[src/rtl/credential_sender.sv]
// -----------------------------------------------------------------------------
// credential_sender
//
// Transmit side of the access-control link. Keypad digits are assembled into
// 16-bit words and sent to the receiver as {change_flag, payload} on a 17-bit
// bus. Each word is qualified by a one-cycle load strobe. Load strobes are
// always separated by enough idle cycles for the receiver to get back to its
// load-sampling state. After a plain (non-change) password the sender watches
// access_grant. If no grant arrives in time, that counts as a failed attempt
// and the sender waits for a new password. It locks out after MAX_TRIES
// failed attempts.
//
// Optional feature macro: CREDENTIAL_SENDER_KEY_CLEAR_EN
//   defined   : key_clear zeroes the word being entered (ENTER_* states only)
//   undefined : key_clear is ignored (the port is still present)
//
// Ports:
//   clk           system clock, rising edge
//   rst           synchronous active-high reset
//   key_valid     strobe, key_code holds a hex digit
//   key_code[3:0] hex digit
//   key_enter     strobe, current word complete
//   key_clear     strobe, discard partial word (optional feature)
//   change_req    sampled with the ID key_enter, requests a password change
//   access_grant  grant level from the receiver
//   data_out[16:0] word to receiver: [16] change flag, [15:0] payload
//   data_load     one-cycle strobe qualifying data_out
//   busy          high outside IDLE / GRANTED / LOCKED
//   granted       high in GRANTED
//   locked        high in LOCKED
//   tries[2:0]    failed password attempts so far
// -----------------------------------------------------------------------------
module credential_sender #(
  parameter int GAP_CYCLES   = 2,
  parameter int RESP_TIMEOUT = 16,
  parameter int MAX_TRIES    = 4
) (
  input  logic        clk,
  input  logic        rst,
  input  logic        key_valid,
  input  logic [3:0]  key_code,
  input  logic        key_enter,
  input  logic        key_clear,
  input  logic        change_req,
  input  logic        access_grant,
  output logic [16:0] data_out,
  output logic        data_load,
  output logic        busy,
  output logic        granted,
  output logic        locked,
  output logic [2:0]  tries
);

  // Counter widths only need to hold the last count value (N-1).
  localparam int GW = (GAP_CYCLES > 1) ? $clog2(GAP_CYCLES) : 1;
  localparam int TW = (RESP_TIMEOUT > 1) ? $clog2(RESP_TIMEOUT) : 1;

  localparam logic [GW-1:0] GAP_LAST  = GW'(GAP_CYCLES - 1);
  localparam logic [TW-1:0] TMO_LAST  = TW'(RESP_TIMEOUT - 1);
  localparam logic [2:0]    TRIES_MAX = 3'(MAX_TRIES);

  typedef enum logic [3:0] {
    S_IDLE      = 4'd0,
    S_ENTER_ID  = 4'd1,
    S_SEND_ID   = 4'd2,
    S_GAP       = 4'd3,
    S_ENTER_PW  = 4'd4,
    S_SEND_PW   = 4'd5,
    S_WAIT_RESP = 4'd6,
    S_ENTER_NEW = 4'd7,
    S_SEND_NEW  = 4'd8,
    S_GRANTED   = 4'd9,
    S_LOCKED    = 4'd10
  } state_t;

  state_t          r_state;
  state_t          r_next;      // state to resume once the GAP has elapsed
  logic [15:0]     r_word;
  logic            r_chg;
  logic [GW-1:0]   r_gap_cnt;
  logic [TW-1:0]   r_timer;
  logic [2:0]      r_tries;
  logic [16:0]     r_data_out;
  logic            r_data_load;
  logic            r_busy;
  logic            r_granted;
  logic            r_locked;

  logic            w_clr;
  logic [15:0]     w_word_base;
  logic [15:0]     w_word_entry;
  logic [2:0]      w_tries_inc;

`ifdef CREDENTIAL_SENDER_KEY_CLEAR_EN
  assign w_clr = key_clear;
`else
  logic w_unused_key_clear;
  assign w_unused_key_clear = key_clear;
  assign w_clr = 1'b0;
`endif

  // While a word is being entered, a clear applies before a digit shift in the same cycle.
  assign w_word_base  = w_clr ? 16'h0000 : r_word;
  assign w_word_entry = key_valid ? {w_word_base[11:0], key_code} : w_word_base;
  assign w_tries_inc  = r_tries + 3'd1;

  // Main FSM: state, word assembly, counters and all registered outputs.
  always_ff @(posedge clk) begin
    if (rst) begin
      r_state     <= S_IDLE;
      r_next      <= S_IDLE;
      r_word      <= 16'h0000;
      r_chg       <= 1'b0;
      r_gap_cnt   <= {GW{1'b0}};
      r_timer     <= {TW{1'b0}};
      r_tries     <= 3'd0;
      r_data_out  <= 17'h00000;
      r_data_load <= 1'b0;
      r_busy      <= 1'b0;
      r_granted   <= 1'b0;
      r_locked    <= 1'b0;
    end else begin
      r_data_load <= 1'b0;
      case (r_state)
        S_IDLE: begin
          if (key_valid) begin
            r_word  <= {r_word[11:0], key_code};
            r_state <= S_ENTER_ID;
            r_busy  <= 1'b1;
          end
        end
        S_ENTER_ID: begin
          // A digit arriving with enter is shifted before the word is taken.
          r_word <= w_word_entry;
          if (key_enter) begin
            r_chg   <= change_req;
            r_state <= S_SEND_ID;
          end
        end
        S_SEND_ID: begin
          r_data_out  <= {r_chg, r_word};
          r_data_load <= 1'b1;
          r_word      <= 16'h0000;
          r_next      <= S_ENTER_PW;
          r_gap_cnt   <= {GW{1'b0}};
          r_state     <= S_GAP;
        end
        S_GAP: begin
          if (r_gap_cnt == GAP_LAST) begin
            r_state <= r_next;
            r_busy  <= (r_next != S_IDLE);
          end else begin
            r_gap_cnt <= r_gap_cnt + GW'(1);
          end
        end
        S_ENTER_PW: begin
          r_word <= w_word_entry;
          if (key_enter) begin
            r_state <= S_SEND_PW;
          end
        end
        S_SEND_PW: begin
          r_data_out  <= {1'b0, r_word};
          r_data_load <= 1'b1;
          r_word      <= 16'h0000;
          if (r_chg) begin
            // A change-request password is not answered by the receiver.
            r_next    <= S_ENTER_NEW;
            r_gap_cnt <= {GW{1'b0}};
            r_state   <= S_GAP;
          end else begin
            r_timer <= {TW{1'b0}};
            r_state <= S_WAIT_RESP;
          end
        end
        S_WAIT_RESP: begin
          // Grant is checked first so it wins over a coincident timeout.
          if (access_grant) begin
            r_state   <= S_GRANTED;
            r_busy    <= 1'b0;
            r_granted <= 1'b1;
          end else if (r_timer == TMO_LAST) begin
            if (r_tries != TRIES_MAX) begin
              r_tries <= w_tries_inc;
            end
            if (w_tries_inc == TRIES_MAX) begin
              r_state  <= S_LOCKED;
              r_busy   <= 1'b0;
              r_locked <= 1'b1;
            end else begin
              r_next    <= S_ENTER_PW;
              r_gap_cnt <= {GW{1'b0}};
              r_state   <= S_GAP;
            end
          end else begin
            r_timer <= r_timer + TW'(1);
          end
        end
        S_ENTER_NEW: begin
          r_word <= w_word_entry;
          if (key_enter) begin
            r_state <= S_SEND_NEW;
          end
        end
        S_SEND_NEW: begin
          r_data_out  <= {1'b0, r_word};
          r_data_load <= 1'b1;
          r_word      <= 16'h0000;
          r_chg       <= 1'b0;
          r_tries     <= 3'd0;
          r_next      <= S_IDLE;
          r_gap_cnt   <= {GW{1'b0}};
          r_state     <= S_GAP;
        end
        S_GRANTED: begin
          r_state <= S_GRANTED;
        end
        S_LOCKED: begin
          r_state <= S_LOCKED;
        end
        default: begin
          r_state   <= S_IDLE;
          r_busy    <= 1'b0;
          r_granted <= 1'b0;
          r_locked  <= 1'b0;
        end
      endcase
    end
  end

  assign data_out  = r_data_out;
  assign data_load = r_data_load;
  assign busy      = r_busy;
  assign granted   = r_granted;
  assign locked    = r_locked;
  assign tries     = r_tries;

endmodule

[config.mk]
export PLATFORM = sky130hd
export DESIGN_NAME = credential_sender
export DESIGN_NICKNAME = d
export VERILOG_FILES = /design/src/rtl/credential_sender.sv
export SDC_FILE = /design/constraint.sdc
export NUM_CORES = 1
export LEC_CHECK = 0
export BUFFER_PORTS_ARGS = -buffer_cell sky130_fd_sc_hd__buf_2
export CORE_ASPECT_RATIO = 0.7
export CORE_MARGIN = 2
export CORE_UTILIZATION = 45
export DETAILED_ROUTE_END_ITERATION = 6
export GPL_TIMING_DRIVEN = 0
export PLACE_DENSITY = 0.67
export SYNTH_ARGS = -nofsm -noshare
export SYNTH_HDL_FRONTEND = slang
export SYNTH_SLANG_ARGS = --single-unit
[constraint.sdc]
create_clock -name clk -period 1.8 [get_ports clk]
set_clock_uncertainty 0.15 [all_clocks]
set_input_delay 0.45 -clock clk [delete_from_list [all_inputs] [get_ports clk]]
set_output_delay 0.45 -clock clk [all_outputs]
set_load 0.01 [all_outputs]
==> summary.txt <==
Placed design
  • DPL Wire Length: between 4000 and 5000 um
  • GP Congestion: approximately 0.86
  • Number of I/O port buffers: 33
  • Placed instance count: 421

Global routing
  • Largest net degree at the start of global routing: 19
  • First-pass GRT wire length: between 10000 and 15000 um
  • Gr usage total: between 20% and 30%
  • Initial antenna violation count: 0
  • Vias in the first global route: ~2.1k
  • Remaining global-route overflow: 0

Timing
  • FMAX: around 560 MHz
  • Max-slew headroom: about 63%
  • Period utilization: 99.3%
  • Crit path time final: ~1800 ps
  • Final Hold Fails: 0
  • Worst-Margin Slew: about 550 ps
  • Slew Viols, Final: 0
  • Setup violations, final: 0

Worst hold path
  • Class of the worst hold path: primary input to flop

Final layout
  • Nets: 382
  • Area grow syn2layout: 29.6%
  • Final core utilization: around three fifths
  • Share of post-route cells with drive strength above 1: 30.2%
  • Final cell count without fillers: 443
  • Diodes inserted: 0

Clocking
  • Hold_buf cts: 0
  • H-tree depth: 2
  • # clock sinks: 52
  • Clock Path Buffers: 2
  • Clock buffer count from CTS: 5
  • CTS clk-pin slew, worst paths: 100 ps
  • CTS tree: done
  • Clock latency at the later pin of the worst-skew pair: 310 ps
  • CTS root buf: clkbuf_8

Yosys
  • Async SR Flop Fraction: 0%
  • Post-synth top cells: nand2_1 (62), dfxtp_1 (52), a21oi_1 (27)
  • Area of the mapped netlist: between 2000 and 3000 um^2
  • Mean Syn Cell Area: roughly 8.3 um^2
  • Area contributors post-synth: dfxtp_1 (40%), nand2_1 (8.9%), mux2i_1 (7.7%)
  • Synth Warn #: 0
  • Most frequent cell after synthesis: nand2_1
  • EDFF count, synth: 0
  • Sequential fraction of the synthesis area: between 30 and 40%
  • Post-synth top area share: roughly 40%
  • Flops & latches, synth: 52
  • Largest area contributor in the synthesized netlist: dfxtp_1
  • Ys flop type: dfxtp_1
  • Cell count after synthesis: 313
  • Synth unique cells: 52
  • Syn nets: 328

Floorplan
  • Number of placed I/O pins: 35
  • Area of the die: around 6400 um^2
  • Die width: roughly 95 um
  • Site Rows: 23
  • Initial core utilization: about 46%
  • Core outline area: around 5700 um^2
  • Chip height: ~68 um

Pwr
  • Pwr dens: around 1000 nW/um^2
  • Peak supply drop: approximately 0.00065 V
  • Leakage: approximately 0.0013 uW

Routing
  • Routed WL: ~7100 um
  • Antenna-violating nets left: 0
  • DR DRC count: 0
  • Post-DR wirelength/cell: around 16 um
  • Initial DRC count: roughly 170
  • Vias: 2470
  • First-pass DRT Iterations: 5
  • Drt via density: about 5.6

Worst setup path
  • Worst endpoint data arrival time: 1870 ps
  • Worst-path fanout max: 5
  • WS Path Type: flop to flop
  • Critical Path RT: roughly 1900 ps
  • Crit. End Element: flop
  • Startpoint types: flop

Run status
  • Status: finished clean

Run
  • Max_cap viols: 0
[per-stage QoR]
step / setup TNS, ps / hold WS (ps) / instance area, um^2 / power [uW] / setup slack [ps]
detailed placement: -7620 / 290 / 2880 / 2280 / -352
global route: -262 / 229 / 3380 / 3500 / -48.9
CTS: -0.428 / 229 / 3150 / 3130 / -0.428
global placement: -7280 / 287 / 2880 / 2260 / -340
floorplan: 0 / 287 / 2620 / 2040 / 74.8
finish: 0 / 233 / 3380 / 3330 / 11.8
[cell type report]
cell class	instances	area [um^2]
plain buffers	23	198
clock buffers	5	68.8
clock inverters	3	27.5
fillers	496	2290
inverters	8	30.0
multi-input cells	230	1610
flip-flops and latches	52	1060
well taps	75	93.8
repair buffers	47	292
[metal layers]
metal  up-vias  wire length [um]  share of wire, %  GRT usage [%]
met1      1168              3470                49           32.6
met3        13               386               5.5           4.24
met4         0               124               1.8           6.16
met2        76              3070                44           31.7
li1       1213                 -                 -              -
met5         -                 0                 0              0
[final timing paths]
| kind | from | endpoint | slack, ps | cells past startpoint |
|---|---|---|---|---|
| min | key_code[3] | r_word[3] | 230 | 3 |
| min reg2reg | data_out[8] | data_out[8] | 300 | 2 |
| max | r_timer[0] | r_timer[0] | 10 | 6 |
| max reg2reg | r_timer[0] | r_timer[0] | 10 | 6 |
[layout by cell type (no fill, tap or decap), types with 3 or more instances in the layout]
cell	synthesis	final
dfxtp_4	0	4
nor2_1	8	7
mux2i_1	20	19
or3_1	3	3
ha_4	0	3
dfxtp_1	52	45
nor3_1	6	5
clkbuf_1	11	7
clkbuf_8	0	5
dfxtp_2	0	3
nand2b_1	7	7
nand2_1	62	61
o21ai_0	9	8
nand3_1	21	21
nand4b_1	3	3
o21a_1	4	3
buf_4	3	14
o211ai_1	4	4
buf_6	0	6
buf_2	9	33
a21oi_1	27	26
inv_1	7	7
clkbuf_2	0	3
[worst max-delay path, cell delays in order (launching register included)]
cell and delay [ps]:
dfxtp_2 360, ha_4 180, a31oi_4 230, a31oi_4 140, buf_4 160, or3_1 310
a21oi_1 180
[flip-flops by register name, summed over array words and instances (netlist names)]
signal and flops:
r_state 4, r_chg 1, r_word 16, busy 1, data_out 17, r_gap_cnt 1, data_load 1, r_timer 4
r_next 2, locked 1, tries 3, granted 1
[where the power goes]
part	internal (uW)	switching, uW
logic	608	635
clock network	286	430
registers	1270	108
total	2160	1170
[timing repair]
item / CTS / global route
cloned: 0 / 1
endpoints found under the setup margin: 41 / 44
buffers inserted: 6 / 7
pin swaps: 3 / 9
gates resized for setup: 29 / 48
[kinds of logic (layout without fill, tap and decap cells)]
logic type,count (synthesis),count (layout),synth area share [%]
AOI/OAI and AO/OA,69,69,17.5
xor gates and xnor gates,3,3,1.01
adders and majority gates,4,4,1.92
buffers and inverters,31,86,5.32
DFF,52,52,39.9
muxes,22,22,8.53
and+or+nand+nor,132,132,25.9
Power figures use the tool's default switching activity.
